$ cat config.mk
export PLATFORM = sky130hd
export DESIGN_NAME = chip8_draw_engine
export DESIGN_NICKNAME = d
export VERILOG_FILES = /design/src/rtl/chip8_draw_engine.sv
export SDC_FILE = /design/constraint.sdc
export NUM_CORES = 1
export LEC_CHECK = 0
export CAP_MARGIN = 20
export CORE_MARGIN = 8
export CORE_UTILIZATION = 49
export DETAILED_ROUTE_END_ITERATION = 10
export GPL_TIMING_DRIVEN = 0
export PLACE_DENSITY = 0.8
export SYNTH_ARGS = -nofsm -noshare
export SYNTH_HDL_FRONTEND = slang
export SYNTH_SLANG_ARGS = --single-unit
$ cat constraint.sdc
create_clock -name clk -period 3.9 [get_ports clk]
set_input_delay 0.39 -clock clk [delete_from_list [all_inputs] [get_ports clk]]
set_output_delay 0.39 -clock clk [all_outputs]
set_load 0.05 [all_outputs]
$ cat src/rtl/chip8_draw_engine.sv
// CHIP-8 DXYN / 00E0 sequencer feeding the GPU framebuffer write port.
// Fetches sprite rows, reads back the covered framebuffer bytes, XORs them and reports VF.
module chip8_draw_engine (
    input  logic        clk,
    input  logic        rst_n,
    input  logic        start,
    input  logic        cls,
    input  logic [7:0]  x_in,
    input  logic [7:0]  y_in,
    input  logic [3:0]  n_in,
    input  logic [11:0] i_in,
    output logic        busy,
    output logic        done,
    output logic        collision,
    output logic [11:0] mem_addr,
    output logic        mem_rd,
    input  logic [7:0]  mem_rdata,
    output logic        fb_rd,
    output logic [5:0]  fb_rd_x,
    output logic [4:0]  fb_rd_y,
    input  logic [7:0]  fb_rdata,
    output logic [5:0]  fb_x,
    output logic [4:0]  fb_y,
    output logic [7:0]  fb_sprite,
    output logic        fb_we
);

    typedef enum logic [2:0] {IDLE, FETCH, FBRD, WRITE, CLR, DONE} state_t;

    state_t      state, state_n;
    logic [5:0]  x_q, x_n;
    logic [4:0]  y_q, y_n;
    logic [3:0]  n_q, n_n;
    logic [11:0] i_q, i_n;
    logic [3:0]  r_q, r_n;
    logic [7:0]  c_q, c_n;
    logic [7:0]  s_q, s_rev;
    logic        acc_q, acc_n;
    logic        hit;
    logic [4:0]  row_y;
    logic [11:0] addr_n;
    logic        unused_bits;

    assign unused_bits = ^{x_in[7:6], y_in[7:5]};

    // Memory MSB is the leftmost pixel, which the GPU expects in sprite bit 0.
    assign s_rev = {mem_rdata[0], mem_rdata[1], mem_rdata[2], mem_rdata[3],
                    mem_rdata[4], mem_rdata[5], mem_rdata[6], mem_rdata[7]};
    assign hit   = |(fb_rdata & s_q);

    always_comb begin
        state_n = state;
        x_n     = x_q;
        y_n     = y_q;
        n_n     = n_q;
        i_n     = i_q;
        r_n     = r_q;
        c_n     = c_q;
        acc_n   = acc_q;
        case (state)
            IDLE: begin
                if (cls || start) begin
                    x_n   = x_in[5:0];
                    y_n   = y_in[4:0];
                    n_n   = n_in;
                    i_n   = i_in;
                    r_n   = '0;
                    c_n   = '0;
                    acc_n = 1'b0;
                    if (cls)
                        state_n = CLR;
                    else if (n_in == 4'd0)
                        state_n = DONE;
                    else
                        state_n = FETCH;
                end
            end
            FETCH: state_n = FBRD;
            FBRD:  state_n = WRITE;
            WRITE: begin
                acc_n = acc_q | hit;
                if (r_q == n_q - 4'd1) begin
                    state_n = DONE;
                end else begin
                    r_n     = r_q + 4'd1;
                    state_n = FETCH;
                end
            end
            CLR: begin
                if (c_q == 8'hFF)
                    state_n = DONE;
                else
                    c_n = c_q + 8'd1;
            end
            DONE:    state_n = IDLE;
            default: state_n = IDLE;
        endcase
        row_y  = y_n + {1'b0, r_n};
        addr_n = i_n + {8'b0, r_n};
    end

    always_comb begin
        fb_sprite = '0;
        if (state == WRITE)
            fb_sprite = fb_rdata ^ s_q;
    end

    // Outputs are registered from next-state values so each strobe lines up with its state.
    always_ff @(posedge clk or negedge rst_n) begin
        if (!rst_n) begin
            state     <= IDLE;
            x_q       <= '0;
            y_q       <= '0;
            n_q       <= '0;
            i_q       <= '0;
            r_q       <= '0;
            c_q       <= '0;
            s_q       <= '0;
            acc_q     <= 1'b0;
            busy      <= 1'b0;
            done      <= 1'b0;
            collision <= 1'b0;
            mem_rd    <= 1'b0;
            mem_addr  <= '0;
            fb_rd     <= 1'b0;
            fb_rd_x   <= '0;
            fb_rd_y   <= '0;
            fb_we     <= 1'b0;
            fb_x      <= '0;
            fb_y      <= '0;
        end else begin
            state    <= state_n;
            x_q      <= x_n;
            y_q      <= y_n;
            n_q      <= n_n;
            i_q      <= i_n;
            r_q      <= r_n;
            c_q      <= c_n;
            acc_q    <= acc_n;
            if (state == FBRD)
                s_q <= s_rev;
            busy     <= state_n inside {FETCH, FBRD, WRITE, CLR};
            done     <= (state_n == DONE);
            if (state_n == DONE)
                collision <= acc_n;
            mem_rd   <= (state_n == FETCH);
            mem_addr <= addr_n;
            fb_rd    <= (state_n == FBRD);
            fb_rd_x  <= x_n;
            fb_rd_y  <= row_y;
            fb_we    <= state_n inside {WRITE, CLR};
            fb_x     <= (state_n == CLR) ? {c_n[2:0], 3'b000} : x_n;
            fb_y     <= (state_n == CLR) ? c_n[7:3] : row_y;
        end
    end

endmodule

==> results.md, run 1 <==
* Root buffer cell: clkbuf_8
* Wire length per cell after detailed routing at 17.03 um
* Syn. warnings at 0
* Post-synthesis sequential area ratio at 0.5390
* Core Footprint at 7767 sq um
* Final Hold Slack at approximately 0.5 ns
* Biggest cell delay along the critical path at 0.61 ns
* Number of distinct library cells after synthesis at 50
* Setup violation total in the final timing report at 0
* Floorplan die height at 105.7 um
* Final instance count without filler cells at between 500 and 600
* Maxcap violations at 0
* Routed wire length at roughly 9.1 mm
* Final GP Congestion at around 0.84
* Mapped Area at 3946 sq um
* Number of global-route vias before repair at 2970
* Startpoint of the most critical setup path: cls
* Seq. cell area at 2127 sq um
* Violation count after the first detailed-route iteration at 102
* Arrival time at the worst endpoint at 3.93 ns
* Post-Synthesis Net Count at 389
* Via-per-instance ratio at between 5 and 6
* Post-synthesis cell count at around 320
* Top post-synthesis cells by area: dfrtp_1 (54%), mux2_2 (9.7%), ha_1 (6.0%)
* Count of state elements after synthesis at 85
* Library cell with the largest summed area after synthesis: dfrtp_1
* TritonCTS buffer count at 9
* Overall Global Routing Usage at 0.1661
* Post-synth EDFFs at 0
* Most instantiated library cell after synthesis: dfrtp_1
* Maximum clock frequency at 271.0 MHz
* Largest net degree at the start of global routing at 60
* Number of hold violations in the final report at 0
* Finished Cell Area at 5248 sq um
* Final Net Count at 501
* Total cell area at the placement stage at a little over 5000 sq um
* Worst R2R Start: state[1]
* Proportion of layout cells with a drive suffix above 1 at 0.1594
* Number of placement rows at 32
* Number of nets with antenna violations after routing at 0
* Number of buffers and inverters on the critical path at 4
* Cell types with the highest counts after synthesis: dfrtp_1 (85), mux2_2 (34), nand2_1 (21), ha_1 (19), a21oi_1 (16)
* Fin crit period at about 3.7 ns
* Leakage power total at around 2.3 nW
* Critical path's most frequent cell: buf_4
* Unrepaired setup endpoints after global routing: no
* Clock Sink Count at 85
* Post-DP HPWL at ~7 mm
* Critical path, cell by cell: clkdlybuf4s50_1 > nor2_1 > nor4_4 > buf_4 > buf_2 > buf_4 > mux2_2 > ha_1 > fa_1 > a21o_1 > a21oi_1 > xor2_1 > mux2_4
* Worst clock skew on the final layout at 0.01109 ns
* Area growth syn-to-layout at 32.97%
* Top_reg_cell synth: dfrtp_1
* Number of antenna violations at the first check in global routing at 0
* Final Core Density at 0.6756
* Critical Setup Path Class: input port to flop
* Worst path top cell family by delay: buffers and inverters
* Grt ovf at 0
* Kind of start point of the critical path: input port
* Cells on worst reg2reg path at 12
* Source-to-sink clock delay at the later pin of the worst-skew pair at about 0.36 ns
* IO Count at 100
* Fraction of registers with async set or reset after synthesis at 1.000
* Clock tree from TritonCTS: yes
* Total number of vias at between 2000 and 3000
* Critical Path RT at 4.14 ns
* Initial core utilization at 0.5081
* Global-route wire length before repair at 14.89 mm
* Peak VDD IR at 0.0004734 V
* # H-tree levels at 3
* Part of the cycle the worst path needs at 0.9461
* Summed negative setup slack over all endpoints at 0 ns
* Category of the worst setup path capture point: flop
* Average cell area after synthesis at approximately 12 sq um
* Multi-input gate area at approximately 1700 sq um
* Result of the run: completed
* Worst reg2reg setup slack at 0.49 ns
* Slowest stage cell, crit path: clkdlybuf4s50_1
* Number of max-slew violations in the final report at 0
* Die area at 11180 sq um
* Ant diodes at 0
* Port-buffer cells at 94
* Critical path depth at 13
* Worst min path class: input port to asynchronous set/reset pin
* First drt pass iteration count at 4
* Remaining DRCs at 0
* Die width at roughly 110 um
* Total power per unit cell area at 654.7 nW/um^2
* Maximum fanout encountered on the critical timing path at 10
* DP Cell Count at 513
* Worst slew margin relative to its limit at 0.5211
* Fill cell instance count of the final layout at slightly below 600
* Share of Yosys cell area claimed by the top area cell type at 0.5390
* Worst Max-Slew Pin Slew at 0.7157 ns
* Clock-pin slew of the registers on the worst-case setup and hold paths at 0.08 ns
* Clock Tree Buf Depth at 2
[path summary, 6_finish.rpt]
check,endpoint
worst min register to register,y_q[0]
worst max-delay path,fb_y[4]
worst max register to register,fb_y[4]
max in group asynchronous,i_q[0]
worst min-delay path,x_q[3]
min in group clk,y_q[0]
[cells in the final DEF, fill, tap and decap left out, types with 3 or more instances in the layout]
cell | Yosys | routed
clkdlybuf4s50_1 | 0 | 93
xnor2_1 | 11 | 11
a21o_1 | 5 | 5
ha_1 | 19 | 19
clkbuf_1 | 4 | 7
a31oi_1 | 6 | 6
nand4_1 | 5 | 5
buf_4 | 2 | 8
a21oi_1 | 16 | 16
nor2b_1 | 3 | 3
mux2i_1 | 7 | 7
nand3_1 | 7 | 7
dfrtp_1 | 85 | 85
o21ai_0 | 10 | 9
and2_1 | 10 | 10
inv_1 | 10 | 10
nor2_1 | 10 | 10
mux2_2 | 34 | 34
nor4_1 | 3 | 3
nand2_1 | 21 | 21
clkbuf_8 | 0 | 9
xor2_1 | 5 | 5
buf_2 | 3 | 3
[worst register-to-register path, cell delays in order, from the launching register on]
cell,delay (ns)
dfrtp_1,0.39
buf_6,0.15
nor4_4,0.24
buf_4,0.19
buf_2,0.27
buf_4,0.26
mux2_2,0.37
ha_1,0.23
fa_1,0.41
a21o_1,0.18
a21oi_1,0.21
xor2_1,0.13
mux2_4,0.28
[metrics by stage]
step | setup WS [ns] | power [mW]
2_1_floorplan | 0.7135 | 2.369
4_1_cts | 0.01675 | 3.463
3_3_place_gp | -0.5365 | 2.877
5_1_grt | 0.07682 | 3.634
3_5_place_dp | -0.3350 | 2.923
6_report | 0.2103 | 3.436
[routing by layer]
metal	vias to the layer above	wire length, um	track usage	share of wire
li1	1352	-	-	-
met1	1414	3822	0.1980	0.42
met2	96	4372	0.2694	0.48
met3	15	779	0.05907	0.086
met4	0	137	0.06332	0.015
met5	-	0	0	0
[sequential cells by signal (all words and copies together) (netlist names), 5 cells and up]
name / count
i_q: 12
mem_addr: 12
c_q: 8
s_q: 8
fb_x: 6
x_q: 6
fb_rd_y: 5
fb_y: 5
y_q: 5
[repair_timing]
item	4_1_cts	5_1_grt
hold buffers	1	0
endpoints found under the hold margin	26	0
setup endpoints to repair	0	5
resized for setup	0	1
setup buffers	0	5
[kinds of logic (layout without fill, tap and decap cells)]
family,after synthesis,after routing,synth area share
DFF,85,85,0.5390
and+or+nand+nor,73,73,0.1053
AOI/OAI and AO/OA,54,54,0.08910
muxes,45,45,0.1281
adders and majority gates,21,21,0.07039
buffers and inverters,21,138,0.02663
xor gates and xnor gates,17,17,0.04153
[where the power goes]
group          total (mW)  leakage (nW)  internal, mW  switching (mW)
Clock               0.541        0.0764         0.230           0.311
Combinational        1.60          1.18         0.617           0.987
Sequential           1.29          1.04          1.15           0.143
Total                3.44          2.29          1.99            1.44
[layout make-up]
cell class                 count  area share
clock buffer                  12     0.02575
multi-input combinational    210      0.3267
buffer                        11     0.01288
sequential                    85      0.4053
tap                          102     0.02432
inverter                      10    0.007153
timing repair buffer         101      0.1931
clock inverter                 4    0.004769
No activity file was read; power rests on OpenSTA's default activity.
==> inputs of run 2 (changes only) <==
--- a/config.mk
+++ b/config.mk
@@ -5,12 +5,13 @@
 export SDC_FILE = /design/constraint.sdc
 export NUM_CORES = 1
 export LEC_CHECK = 0
+export ABC_AREA = 1
 export CAP_MARGIN = 20
-export CORE_MARGIN = 8
-export CORE_UTILIZATION = 49
+export CORE_UTILIZATION = 50
 export DETAILED_ROUTE_END_ITERATION = 10
 export GPL_TIMING_DRIVEN = 0
 export PLACE_DENSITY = 0.8
+export RECOVER_POWER = 100
 export SYNTH_ARGS = -nofsm -noshare
 export SYNTH_HDL_FRONTEND = slang
 export SYNTH_SLANG_ARGS = --single-unit
==> run 2 against run 1 <==
  * Die area decreased by 22%
  * Highest routed layer unchanged
  * Clock power increased by 15%
  * Utilization decreased by 1.7 points
  * Combinational power about the same
  * The run now ends with max-capacitance violations, max-slew violations left
  * Hold slack got worse by 0.0010 ns
  * Sequential share of layout area decreased by 1.0 points
  * Sequential cell count unchanged
==> results.md, run 2 <==
* Result of the run: finished with violations
* Violations in the final reports: max-capacitance violations, max-slew violations
* Post-synthesis sequential area ratio at 0.5063 (-0.03274)
* Global-route met3 utilization at 0.03398 (-0.02509)
* Top_reg_cell synth: dfrtp_1
* Total power after layout at 3.531 mW (+2.8%)
* Clock Sink Count at 85 (unchanged)
* Total power per unit cell area at 656.4 nW/um^2 (+0.25%)
* Fin crit period at 3.206 ns (-0.4837 ns)
* Peak VDD IR at 0.0003765 V (-20%)
* Grt ovf at 0 (unchanged)
* IO Count at 100 (unchanged)
* Maximum fanout encountered on the critical timing path at 10 (unchanged)
* Final GP Congestion at 0.8956 (+7.0%)
* Core Footprint at 8175 sq um (+5.3%)
* Initial core utilization at 0.5139 (+0.005873)
* Clock tree from TritonCTS: yes
* Kind of start point of the critical path: flop
* Regs by FF count: i_q (12), mem_addr (12)
* First drt pass iteration count at 5 (+1)
* DP Cell Count at 676 (+32%)
* Category of the worst setup path capture point: flop
* Fraction of registers with async set or reset after synthesis at 1.000 (unchanged)
* Die width at 93.67 um (-11%)
* Setup violation total in the final timing report at 0 (unchanged)
* Clock-pin slew of the registers on the worst-case setup and hold paths at 0.08 ns (about the same)
* Number of antenna violations at the first check in global routing at 0 (unchanged)
* Post-cts hold buffer count at 0 (-1)
* Library cell with the largest summed area after synthesis: dfrtp_1
* Cell types with the highest counts after synthesis: nand2_1 (162), dfrtp_1 (85), inv_1 (46), nand3_1 (45), nor2_1 (26)
* Mapped Area at 4202 sq um (+6.5%)
* Critical Path RT at 4.12 ns (-0.02 ns)
* Number of global-route vias before repair at 3446 (+16%)
* Number of nets with antenna violations after routing at 0 (unchanged)
* Final instance count without filler cells at 692 (+29%)
* Proportion of layout cells with a drive suffix above 1 at 0.07325 (-0.08610)
* Via-per-instance ratio at 4.909 (-8.7%)
* Multi-input gate area at 1738 sq um (+1.4%)
* Maximum clock frequency at 311.9 MHz (+15%)
* Largest net degree at the start of global routing at 52 (-13%)
* Area growth syn-to-layout at 28.05%
* Arrival time at the worst endpoint at 3.43 ns (-0.50 ns)
* Root buffer cell: clkbuf_8
* Leading cell type in the layout, fill and taps excluded: nand2_1
* Ant diodes at 0 (unchanged)
* Remaining DRCs at 0 (unchanged)
* Wire length per cell after detailed routing at 13.46 um (-21%)
* # H-tree levels at 3 (unchanged)
* Worst Max-Slew Pin Slew at 1.834 ns (+1.119 ns)
* Syn. warnings at 0 (unchanged)
* Number of placement rows at 33 (+3.1%)
* TritonCTS buffer count at 9 (unchanged)
* Post-DP HPWL at 7.050 mm (+2.6%)
* Post-CTS setup buffer count at 0 (unchanged)
* Number of distinct library cells after synthesis at 35 (-30%)
* Post-synth EDFFs at 0 (unchanged)
* Worst min path class: flop to flop
* Most congested layer reported by global routing: met2
* Met2 track demand over resource at 0.4056 (+0.1362)
* Share of Yosys cell area claimed by the top area cell type at 0.5063 (-0.03274)
* Die area at 8774 sq um (-22%)
* Number of max-slew violations in the final report at 36 (+36)
* Seq. cell area at 2127 sq um (unchanged)
* Leakage power total at 2.832 nW (+24%)
* Count of state elements after synthesis at 85 (unchanged)
* Clock Tree Buf Depth at 2 (unchanged)
* Average cell area after synthesis at 8.827 sq um (-29%)
* Number of hold violations in the final report at 0 (unchanged)
* Global-route wire length before repair at 15.67 mm (+5.2%)
* Maxcap violations at 1 (+1)
* Part of the cycle the worst path needs at 0.8221 (-0.1240)
* Worst slew margin relative to its limit at -0.2229 (-0.7440)
* Violation count after the first detailed-route iteration at 130 (+27%)
* Most used cells in the layout excluding fill and tap cells: nand2_1 (170), dfrtp_1 (85), inv_1 (50)
* Routed wire length at 9.316 mm (+2.3%)
* Floorplan die height at 93.67 um (-11%)
* Post-Synthesis Net Count at 549 (+41%)
* Unrepaired setup endpoints after global routing: no
* Critical Setup Path Class: flop to flop
* Final Net Count at 655 (+31%)
* Overall Global Routing Usage at 0.2309 (+0.06482)
* Routing usage on met1 at 0.2952 (+0.09712)
* Fill cell instance count of the final layout at 686 (+15%)
* Post-synthesis cell count at 476 (+51%)
* Port-buffer cells at 94 (unchanged)
* Worst clock skew on the final layout at 0.01024 ns (-0.0008522 ns)
* Top post-synthesis cells by area: dfrtp_1 (51%), nand2_1 (14%), ha_1 (5.7%)
* Total number of vias at 3397 (+18%)
* Post-cts sizing count at 0 (unchanged)
* Most instantiated library cell after synthesis: nand2_1
* Source-to-sink clock delay at the later pin of the worst-skew pair at 0.35 ns (about the same)
-- run 2: path summary, 6_finish.rpt --
| check | slack [ns] | endpoint | cells past startpoint | start |
|---|---|---|---|---|
| setup / recovery | 0.69 | mem_addr[6] | 14 | state[0] |
| hold / removal | 0.49 | y_q[3] | 2 | y_q[3] |
| setup reg to reg | 0.69 | mem_addr[6] | 14 | state[0] |
| hold reg to reg | 0.49 | y_q[3] | 2 | y_q[3] |
| max in group asynchronous | 1.33 | r_q[0] | 2 | rst_n |
| min in group asynchronous | 0.53 | mem_addr[9] | 1 | rst_n |
-- run 2: metrics by stage --
step	setup TNS, ns	setup slack [ns]	instance area, sq um	hold WS [ns]	util
2_1_floorplan	0	1.362	4202	0.09441	-
3_3_place_gp	-46.41	-0.5506	5274	0.4666	0.6451
5_1_grt	0	0.4352	5380	0.5042	0.6581
6_report	0	0.6940	5380	0.4894	0.6581
3_5_place_dp	0	0.5663	5299	0.3800	0.6481
4_1_cts	0	0.9353	5493	0.0001633	0.6719
-- run 2: cell families after synthesis --
kind of cell,count (synthesis),share of synthesized area
muxes,8,0.02144
xor gates and xnor gates,12,0.02680
buffers and inverters,60,0.06432
adders and majority gates,21,0.06611
and+or+nand+nor,260,0.2701
AOI/OAI and AO/OA,30,0.04497
DFF,85,0.5063
-- run 2: worst max-delay path: stages (launching register included) --
cell     delay [ns]
dfrtp_1        0.43
nor2_1         0.37
nand3_1        0.30
buf_6          0.23
buf_4          0.18
buf_2          0.21
nand2_1        0.08
nand2_1        0.07
ha_1           0.23
fa_1           0.41
nand3_1        0.09
nand3_1        0.12
nand3_1        0.15
nor2_4         0.06
xor2_1         0.14
-- run 2: cell type report --
type,count,area share
buffer,8,0.01023
tap,105,0.02442
clock buffer,13,0.02767
multi-input combinational,331,0.3230
clock inverter,3,0.008372
inverter,52,0.03628
sequential,85,0.3953
timing repair buffer,95,0.1747
-- run 2: power by group --
part | total (mW) | internal [mW] | switching [mW] | leakage [nW]
clock network | 0.621 | 0.315 | 0.307 | 0.0899
registers | 1.32 | 1.19 | 0.136 | 1.06
logic | 1.59 | 0.524 | 1.06 | 1.69
-- run 2: metal layers --
metal,part of all wire,vias up,wire (um)
met4,0.0093,0,87
met3,0.033,6,304
met5,0,-,0
li1,-,1710,-
met2,0.52,75,4884
met1,0.43,1606,4039
==> inputs of run 3 (changes only) <==
--- a/config.mk
+++ b/config.mk
@@ -7,10 +7,10 @@
 export LEC_CHECK = 0
 export ABC_AREA = 1
 export CAP_MARGIN = 20
-export CORE_UTILIZATION = 50
+export CORE_UTILIZATION = 45
 export DETAILED_ROUTE_END_ITERATION = 10
 export GPL_TIMING_DRIVEN = 0
-export PLACE_DENSITY = 0.8
+export PLACE_DENSITY = 0.76
 export RECOVER_POWER = 100
 export SYNTH_ARGS = -nofsm -noshare
 export SYNTH_HDL_FRONTEND = slang
==> constraint.sdc (replaced) <==
create_clock -name clk -period 2.63 [get_ports clk]
set_input_delay 0.263 -clock clk [delete_from_list [all_inputs] [get_ports clk]]
set_output_delay 0.263 -clock clk [all_outputs]
set_load 0.05 [all_outputs]
==> run 3 against run 2 <==
  * The flow finishes with violations (negative setup slack)
  * Die area up 11%
  * Register-to-register slack worse by 0.69 ns
  * Via count up 5.7%
  * Utilization up 0.16 points
  * Clock skew up 0.0035 ns
  * Global-route usage down 1.7 points
  * Sequential cell count unchanged
  * Critical endpoint unchanged
  * Largest cell class unchanged
  * Largest power group unchanged
==> results.md, run 3 (synthesized netlist as in run 2, its figures left out) <==
* Number of max-slew violations in the final report at 0 (-100%)
* Category of the worst setup path capture point: flop
* Clock Tree Buf Depth at 2 (unchanged)
* Global-route wire length before repair at 16.23 mm (+3.6%)
* Biggest cell delay along the critical path at 0.40 ns (-0.03 ns)
* Maxcap violations at 0 (-1)
* Root buffer cell: clkbuf_8
* Kind of start point of the critical path: flop
* Finished Cell Area at 5866 sq um (+9.0%)
* Arrival time at the worst endpoint at 2.88 ns (-0.55 ns)
* Die area at 9727 sq um (+11%)
* Floorplan die height at 98.63 um (+5.3%)
* Total power per unit cell area at 981.7 nW/um^2 (+50%)
* Part of the cycle the worst path needs at 1.000 (+0.1781)
* Peak VDD IR at 0.0004575 V (+21%)
* Violation count after the first detailed-route iteration at 117 (-10%)
* Maximum clock frequency at 380.2 MHz (+22%)
* Area growth syn-to-layout at 39.61%
* Leakage power total at 2.904 nW (+2.6%)
* # H-tree levels at 3 (unchanged)
* Worst clock skew on the final layout at 0.01371 ns (+0.003474 ns)
* Remaining DRCs at 0 (unchanged)
* Clock Sink Count at 85 (unchanged)
* First drt pass iteration count at 5 (unchanged)
* Worst min path class: input port to flop
* Clock tree from TritonCTS: yes
* Number of nets with antenna violations after routing at 0 (unchanged)
* TritonCTS buffer count at 9 (unchanged)
* Critical Setup Path Class: flop to flop
* Post-DP HPWL at 7.186 mm (+1.9%)
* Slowest stage cell, crit path: dfrtp_1
* Violations in the final reports: negative setup slack
* IO Count at 100 (unchanged)
* Initial core utilization at 0.4726 (-0.04137)
* Ant diodes at 0 (unchanged)
* Critical path's most frequent cell: nand3_2
* Proportion of layout cells with a drive suffix above 1 at 0.1891 (+0.1158)
* Clock-pin slew of the registers on the worst-case setup and hold paths at 0.09 ns (about the same)
* Number of global-route vias before repair at 3580 (+3.9%)
* Via-per-instance ratio at 5.051 (+2.9%)
* Final GP Congestion at 0.9057 (+1.1%)
* Result of the run: finished with violations
* Total cell area at the placement stage at 5303 sq um (about the same)
* Fin crit period at 2.630 ns (-0.5756 ns)
* Worst Max-Slew Pin Slew at 0.9576 ns (-0.8767 ns)
* Port-buffer cells at 94 (unchanged)
* Routed wire length at 10.23 mm (+9.9%)
* Source-to-sink clock delay at the later pin of the worst-skew pair at 0.36 ns (about the same)
* Worst slew margin relative to its limit at 0.3616 (+0.5845)
* Die width at 98.63 um (+5.3%)
* Most used cells in the layout excluding fill and tap cells: nand2_1 (153), clkdlybuf4s50_1 (93), dfrtp_1 (83)
* Maximum fanout encountered on the critical timing path at 5 (-5)
* Core Footprint at 8891 sq um (+8.8%)
* Critical path, cell by cell: inv_2 > ha_4 > inv_2 > nand2_2 > nand2_1 > nand2_1 > nand2_2 > nor2_4 > nand2_4 > nand3_4 > nand2_4 > ha_4 > fa_2 > nand3_2 > nand3_2 > nand3_2 > nor2_4 > buf_6 > xor2_1
* Overall Global Routing Usage at 0.2134 (-0.01750)
* Setup violation total in the final timing report at 1 (+1)
* Final Net Count at 671 (+2.4%)
* Total power after layout at 5.758 mW (+63%)
* Number of antenna violations at the first check in global routing at 0 (unchanged)
* Wire length per cell after detailed routing at 14.39 um (+6.9%)
* Largest net degree at the start of global routing at 68 (+31%)
* Total number of vias at 3591 (+5.7%)
* Number of placement rows at 34 (+3.0%)
* Unrepaired setup endpoints after global routing: yes
* Critical Path RT at 2.88 ns (-1.24 ns)
* Post-route setup slack at -0.0004139 ns (-0.6944 ns)
* Leading cell type in the layout, fill and taps excluded: nand2_1
* Grt ovf at 0 (unchanged)
* Number of hold violations in the final report at 0 (unchanged)
* Regs by FF count: i_q (12), mem_addr (12)
## run 3: changes by cell type in the layout (fill, tap and decap cells not counted), moves of 9 or more
cell | before | now
dlygate4sd3_1 | 48 | 1
nand2_1 | 170 | 153
nand3_1 | 47 | 38
clkdlybuf4s50_1 | 45 | 93
buf_4 | 2 | 19
nand2_2 | 3 | 12
## run 3: timing repair
action                                 CTS  global route
hold buffers                             1             0
cloned                                   0             0
gates resized for setup                 14            44
endpoints found under the hold margin   18             0
pin swaps                                7            19
setup endpoints to repair               13            13
buffers inserted                         5            14
## run 3: area by class of cell
| type | instances | area (sq um) |
|---|---|---|
| Inverter | 52 | 202.7 |
| Tap cell | 108 | 135.1 |
| Timing Repair Buffer | 115 | 1099 |
| Clock inverter | 5 | 83.83 |
| Sequential cell | 85 | 2130 |
| Clock buffer | 11 | 141.4 |
| Multi-Input combinational cell | 331 | 2016 |
| Buffer | 4 | 58.81 |
| Fill cell | 705 | 3025 |
## run 3: metrics by stage
stage                     cells  setup slack, ns  setup TNS, ns    util  hold slack (ns)
after floorplan             476          0.09172              0       -         -0.03259
after global placement      678           -1.752        -153.86  0.5936           0.4681
after detailed placement    679          -0.5520         -6.213  0.5964           0.1559
after CTS                   698         -0.03401        -0.1005  0.6292           0.3101
after global routing        711          -0.1096        -0.7138  0.6597           0.4703
final                       711       -0.0004139     -0.0004139  0.6597           0.4676
## run 3: critical path, delay by kind of cell (launching register included)
kind | cells | cell delay, ns
XOR/XNOR | 1 | 0.13
adder cells (fa/ha/maj) | 3 | 0.68
buffers and inverters | 3 | 0.24
flip-flops | 1 | 0.40
AND/OR/NAND/NOR | 12 | 1.08
## run 3: final timing paths
path	start	end	slack (ns)	cells past startpoint
max	n_q[0]	mem_addr[6]	-0.0004	19
min	x_in[1]	x_q[1]	0.47	3
max reg2reg	n_q[0]	mem_addr[6]	-0.0004	19
min reg2reg	collision	collision	0.50	2
max in group asynchronous	rst_n	state[0]	0.51	3
min in group asynchronous	rst_n	mem_addr[10]	0.56	2
## run 3: report_power, final
group	total (mW)	switching, mW	leakage [nW]	internal, mW
sequential	1.97	0.214	1.05	1.76
clock	1.04	0.476	0.106	0.563
combinational	2.75	1.74	1.75	1.01
## run 3: metal layers
layer	up-vias	global-route usage	share of wire
met1	1737	0.2533	0.41
li1	1747	-	-
met5	-	0	0
met2	87	0.3846	0.53
met3	20	0.03121	0.034
met4	0	0.09529	0.024
